===== config.mk =====
export PLATFORM = sky130hd
export DESIGN_NAME = tt_sweep_ctrl
export DESIGN_NICKNAME = d
export VERILOG_FILES = /design/src/rtl/tt_sweep_pkg.sv /design/src/rtl/tt_mismatch_tracker.sv /design/src/rtl/tt_sweep_ctrl.sv
export SDC_FILE = /design/constraint.sdc
export NUM_CORES = 1
export LEC_CHECK = 0
export CAP_MARGIN = 20
export CORE_MARGIN = 3
export CORE_UTILIZATION = 56
export CTS_BUF_LIST = sky130_fd_sc_hd__clkbuf_4 sky130_fd_sc_hd__clkbuf_8 sky130_fd_sc_hd__clkbuf_16
export DETAILED_ROUTE_END_ITERATION = 10
export GPL_TIMING_DRIVEN = 0
export PLACE_DENSITY = 0.94
export SLEW_MARGIN = 20
export SYNTH_ARGS = -nofsm -noshare
export SYNTH_HDL_FRONTEND = slang
export SYNTH_SLANG_ARGS = --single-unit

===== constraint.sdc =====
create_clock -name clk -period 4 [get_ports clk]
set_clock_uncertainty 0.05 [all_clocks]
set_input_delay 0.8 -clock clk [delete_from_list [all_inputs] [get_ports clk]]
set_output_delay 0.8 -clock clk [all_outputs]
set_load 0.005 [all_outputs]

===== src/rtl/tt_sweep_pkg.sv =====
`default_nettype none
// ============================================================================
// Module   : tt_sweep_pkg
// Purpose  : Shared sweep-sequencer state encoding and table-width helper.
// Revision : 1.0
// ============================================================================
package tt_sweep_pkg;

    typedef enum logic [1:0] {
        ST_IDLE   = 2'd0,
        ST_APPLY  = 2'd1,
        ST_SAMPLE = 2'd2,
        ST_DONE   = 2'd3
    } sweep_state_e;

    function automatic int tt_width(input int n_in);
        return 1 << n_in;
    endfunction

endpackage
`default_nettype wire


===== src/rtl/tt_mismatch_tracker.sv =====
`default_nettype none
// ============================================================================
// Module   : tt_mismatch_tracker
// Purpose  : Counts mismatching table entries and remembers the lowest one.
// Revision : 1.0
// ============================================================================
module tt_mismatch_tracker
    import tt_sweep_pkg::*;
#(
    parameter int N_IN = 3
) (
    input  logic            clk,
    input  logic            rst_n,
    input  logic            clear,
    input  logic            sample,
    input  logic [N_IN-1:0] idx,
    input  logic            mismatch,
    output logic [N_IN:0]   fail_cnt,
    output logic [N_IN-1:0] first_fail
);

    localparam logic [N_IN:0] CNT_ONE = (N_IN+1)'(1);

    logic [N_IN:0]   fail_cnt_q,   fail_cnt_d;
    logic [N_IN-1:0] first_fail_q, first_fail_d;

    // Indices arrive in ascending order, so the first hit is the lowest one.
    always_comb begin
        fail_cnt_d   = fail_cnt_q;
        first_fail_d = first_fail_q;
        if (clear) begin
            fail_cnt_d   = '0;
            first_fail_d = '0;
        end else if (sample && mismatch) begin
            fail_cnt_d = fail_cnt_q + CNT_ONE;
            if (fail_cnt_q == '0) begin
                first_fail_d = idx;
            end
        end
    end

    always_ff @(posedge clk) begin
        if (!rst_n) begin
            fail_cnt_q   <= '0;
            first_fail_q <= '0;
        end else begin
            fail_cnt_q   <= fail_cnt_d;
            first_fail_q <= first_fail_d;
        end
    end

    assign fail_cnt   = fail_cnt_q;
    assign first_fail = first_fail_q;

endmodule
`default_nettype wire


===== src/rtl/tt_sweep_ctrl.sv =====
`default_nettype none
// ============================================================================
// Module   : tt_sweep_ctrl
// Purpose  : Sweeps all input vectors of a boolean unit, captures its truth
//            table and compares it against a latched expected table.
// Revision : 1.0
// ============================================================================
module tt_sweep_ctrl
    import tt_sweep_pkg::*;
#(
    parameter  int N_IN          = 3,
    parameter  int SETTLE_CYCLES = 1,
    localparam int TT_W          = tt_width(N_IN)
) (
    input  logic            clk,
    input  logic            rst_n,
    input  logic            start,
    input  logic            abort,
    input  logic [TT_W-1:0] exp_tt,
    output logic [N_IN-1:0] f_in,
    input  logic            f_out,
    output logic [TT_W-1:0] tt,
    output logic            busy,
    output logic            done,
    output logic            match,
    output logic [N_IN:0]   fail_cnt,
    output logic [N_IN-1:0] first_fail
);

    localparam logic [N_IN-1:0] IDX_LAST    = N_IN'(TT_W - 1);
    localparam logic [N_IN-1:0] IDX_ONE     = N_IN'(1);
    localparam logic [3:0]      SETTLE_LAST = 4'(SETTLE_CYCLES - 1);

    sweep_state_e    state_q, state_d;
    logic [N_IN-1:0] idx_q,   idx_d;
    logic [3:0]      cnt_q,   cnt_d;
    logic [TT_W-1:0] exp_q,   exp_d;
    logic [TT_W-1:0] tt_q,    tt_d;
    logic [N_IN-1:0] f_in_q,  f_in_d;
    logic            busy_q,  busy_d;
    logic            done_q,  done_d;
    logic            match_q, match_d;

    logic            trk_clear;
    logic            trk_sample;
    logic            mismatch;
    logic [N_IN:0]   trk_fail_cnt;
    logic [N_IN-1:0] trk_first_fail;

    assign mismatch = (f_out != exp_q[idx_q]);

    always_comb begin
        state_d    = state_q;
        idx_d      = idx_q;
        cnt_d      = cnt_q;
        exp_d      = exp_q;
        tt_d       = tt_q;
        match_d    = match_q;
        trk_clear  = 1'b0;
        trk_sample = 1'b0;

        case (state_q)
            ST_IDLE: begin
                if (start) begin
                    exp_d     = exp_tt;
                    tt_d      = '0;
                    match_d   = 1'b0;
                    trk_clear = 1'b1;
                    idx_d     = '0;
                    cnt_d     = '0;
                    state_d   = ST_APPLY;
                end
            end
            ST_APPLY: begin
                if (abort) begin
                    tt_d      = '0;
                    match_d   = 1'b0;
                    trk_clear = 1'b1;
                    state_d   = ST_IDLE;
                end else if (cnt_q == SETTLE_LAST) begin
                    state_d = ST_SAMPLE;
                end else begin
                    cnt_d = cnt_q + 4'd1;
                end
            end
            ST_SAMPLE: begin
                if (abort) begin
                    tt_d      = '0;
                    match_d   = 1'b0;
                    trk_clear = 1'b1;
                    state_d   = ST_IDLE;
                end else begin
                    tt_d[idx_q] = f_out;
                    trk_sample  = 1'b1;
                    if (idx_q == IDX_LAST) begin
                        // Fold in the final sample so match is valid with done.
                        match_d = (trk_fail_cnt == '0) && !mismatch;
                        state_d = ST_DONE;
                    end else begin
                        idx_d   = idx_q + IDX_ONE;
                        cnt_d   = '0;
                        state_d = ST_APPLY;
                    end
                end
            end
            ST_DONE: begin
                state_d = ST_IDLE;
            end
            default: begin
                state_d = ST_IDLE;
            end
        endcase

        busy_d = (state_d == ST_APPLY) || (state_d == ST_SAMPLE);
        done_d = (state_d == ST_DONE);
        f_in_d = busy_d ? idx_d : '0;
    end

    always_ff @(posedge clk) begin
        if (!rst_n) begin
            state_q <= ST_IDLE;
            idx_q   <= '0;
            cnt_q   <= '0;
            exp_q   <= '0;
            tt_q    <= '0;
            f_in_q  <= '0;
            busy_q  <= 1'b0;
            done_q  <= 1'b0;
            match_q <= 1'b0;
        end else begin
            state_q <= state_d;
            idx_q   <= idx_d;
            cnt_q   <= cnt_d;
            exp_q   <= exp_d;
            tt_q    <= tt_d;
            f_in_q  <= f_in_d;
            busy_q  <= busy_d;
            done_q  <= done_d;
            match_q <= match_d;
        end
    end

    tt_mismatch_tracker #(
        .N_IN (N_IN)
    ) u_tracker (
        .clk        (clk),
        .rst_n      (rst_n),
        .clear      (trk_clear),
        .sample     (trk_sample),
        .idx        (idx_q),
        .mismatch   (mismatch),
        .fail_cnt   (trk_fail_cnt),
        .first_fail (trk_first_fail)
    );

    assign f_in       = f_in_q;
    assign tt         = tt_q;
    assign busy       = busy_q;
    assign done       = done_q;
    assign match      = match_q;
    assign fail_cnt   = trk_fail_cnt;
    assign first_fail = trk_first_fail;

endmodule
`default_nettype wire

==> impl_metrics.json <==
{
  "nets": 290,
  "timing.final.crit_period_ps": 2400,
  "synth_top_area_frac": 0.3807,
  "cts_root_buf": "clkbuf_4",
  "start_util": 0.5895,
  "path_class": "reg -> reg",
  "cts_buffers": 5,
  "rsz0062_at_grt": "no",
  "grt_usage": 0.2148,
  "ys_seq_area_frac": 0.3807,
  "grt_pass1_wl_um": 7127,
  "first_pass_iters": 4,
  "syn_area_um2": 1998,
  "synthFlopType": "dfxtp_1",
  "gp_congestion": 0.8749,
  "slew_viol_final": 0,
  "die_area_um2": 4321,
  "grt_start_max_net_pins": 13,
  "finalSetupViolCount": 0,
  "drt_iter0_markers": 109,
  "path_clk_slew_ps": 120,
  "portBuffers": 31,
  "syn_avg_cell_area_um2": 8.726,
  "outcome": "completed",
  "hold_slack_ps": 410.3,
  "critPathMaxFanout": 9,
  "leakage_nw": 0.8808,
  "synth.net_count": 252,
  "cts_resized": 0,
  "worstMarginPinSlew_ps": 758.9,
  "synth_edf_count": 0,
  "grt_pass1_vias": 1626,
  "wl_per_cell_um": 13.41,
  "fin_setup_tns_ps": 0,
  "multiInputGateArea_um2": 1147,
  "htree_num_levels": 2,
  "powerDensity_nw_per_um2": 476.0,
  "fin_crit_sh": 0.5999,
  "ir_worst_vdd_uv": 377.9,
  "hp-class": "reg -> reg",
  "synthDistinctLibCells": 44,
  "critPathLaunchType": "flip-flop",
  "finalHoldViolCount": 0,
  "postCtsSetupRepairBufs": 0,
  "synth_cells": 229,
  "fmaxAchievable_mhz": 416.7,
  "fp-row-count": 21,
  "ys_ff_latch": 38,
  "cts_buffer_depth": 2,
  "via_count": 1762,
  "overflow": 0,
  "fp.dieW_um": 65.74,
  "postCtsHoldBufs": 0,
  "dp_hpwl_um": 3129,
  "place_area_um2": 2366,
  "cts_tree": "built",
  "cts_sinks": 38,
  "num_antenna_cells": 0,
  "drt-vias-per-instance": 5.611,
  "die-height_um": 65.74,
  "yosys_warnings": 0,
  "crit_required_ps": 4200,
  "dp_slack_ps": 1394,
  "core_area_um2": 3390,
  "cp-end-kind": "flip-flop",
  "synth_top_area_cell": "dfxtp_1",
  "synthTopCellsByArea": "dfxtp_1, nand2_1, a21boi_1, ha_1, mux2i_1",
  "postLayoutCoreUtil": 0.7169,
  "area_delta_synth_final_pct": 21.60,
  "fin_area_um2": 2430,
  "cap_violations": 0,
  "cp.arrival_ps": 2600,
  "ant_nets": 0,
  "num-fill-cells": 259,
  "wl_um": 4210,
  "register_area_um2": 760.7,
  "drc": 0,
  "drive_above_1_share": 0.06716,
  "clock_latency_ps": 350,
  "antenna_found_initial": 0,
  "ioPinCount": 34,
  "synth-async-reset-ratio": 0,
  "timing.slew.headroom": 0.4898,
  "worst_slack_ps": 1600
}
-- metal layers --
layer,vias up,track usage,share of wire
li1,879,-,-
met5,-,0,0
met3,10,0.06325,0.057
met1,815,0.2686,0.45
met4,0,0.09326,0.020
met2,58,0.3404,0.47
-- sequential cells by signal, indices dropped and copies added, names as in the netlist --
register              count
f_in                      3
u_tracker.fail_cnt        4
tt                        8
match                     1
exp_q                     8
u_tracker.first_fail      3
busy                      1
idx_q                     3
state_q                   2
cnt_q                     4
done                      1
-- cell usage in the layout (no fill, tap or decap), types with 4 or more instances in the layout --
cell and count:
nor2b_1 6, clkdlybuf4s50_1 31, and2_1 6, clkbuf_1 12, clkbuf_4 5, nand2_1 35
mux2i_1 9, inv_1 7, nand3_1 11, nand3b_1 4, a21oi_1 9, nor2_1 8
ha_1 10, a21boi_1 17, o21ai_1 11, dfxtp_1 38, nand2b_1 4
-- path summary, 6_finish.rpt --
check / start / end / slack [ps] / depth (start not counted)
setup / recovery: state_q[0]$_SDFF_PN0_ / f_in[0]$_SDFF_PN0_ / 1600 / 8
hold / removal: exp_q[2]$_SDFFE_PN0P_ / exp_q[2]$_SDFFE_PN0P_ / 410 / 2
setup reg to reg: state_q[0]$_SDFF_PN0_ / f_in[0]$_SDFF_PN0_ / 1600 / 8
hold reg to reg: exp_q[2]$_SDFFE_PN0P_ / exp_q[2]$_SDFFE_PN0P_ / 410 / 2
-- power by group --
group / switching, mW / internal (mW)
sequential: 0.0309 / 0.425
clock: 0.131 / 0.0845
combinational: 0.289 / 0.196
-- area by class of cell --
class,count,share of cell area
Sequential cell,38,0.3131
Tap cell,46,0.02369
Multi-Input combinational cell,169,0.4722
Inverter,9,0.01390
Clock buffer,6,0.02111
Clock inverter,2,0.005149
Timing Repair Buffer,31,0.1277
Buffer,13,0.02317
-- cell families (layout without fill, tap and decap cells) --
kind of cell               Yosys count  after routing  synth area share
AOI/OAI and AO/OA                   56             56            0.1866
buffers and inverters               22             61           0.04508
and+or+nand+nor                     87             87            0.2217
xor gates and xnor gates             1              1          0.004384
DFF                                 38             38            0.3807
adders and majority gates           10             10           0.06262
muxes                               15             15           0.09893
-- synthesized netlist by cell type, types with 4 or more instances --
master,instances
a21boi_1,17
a21oi_1,9
and2_1,6
clkbuf_1,12
dfxtp_1,38
ha_1,10
inv_1,7
mux2i_1,9
nand2_1,35
nand2b_1,4
nand3_1,11
nand3b_1,4
nor2_1,8
nor2b_1,6
o21ai_1,11
-- critical path, stage by stage (launching register included) --
cell and delay (ps):
dfxtp_1 360, inv_1 110, ha_1 150, clkbuf_1 320, nor2b_1 460, nand3_1 150, a31oi_1 240, ha_1 290
and3_1 180
-- metrics by stage --
stage               total power [mW]  instances
floorplan                     0.8188        229
global placement              0.9250        306
detailed placement            0.9419        306
CTS                            1.152        314
global route                   1.237        314
finish                         1.157        314
Power figures use the tool's default switching activity.
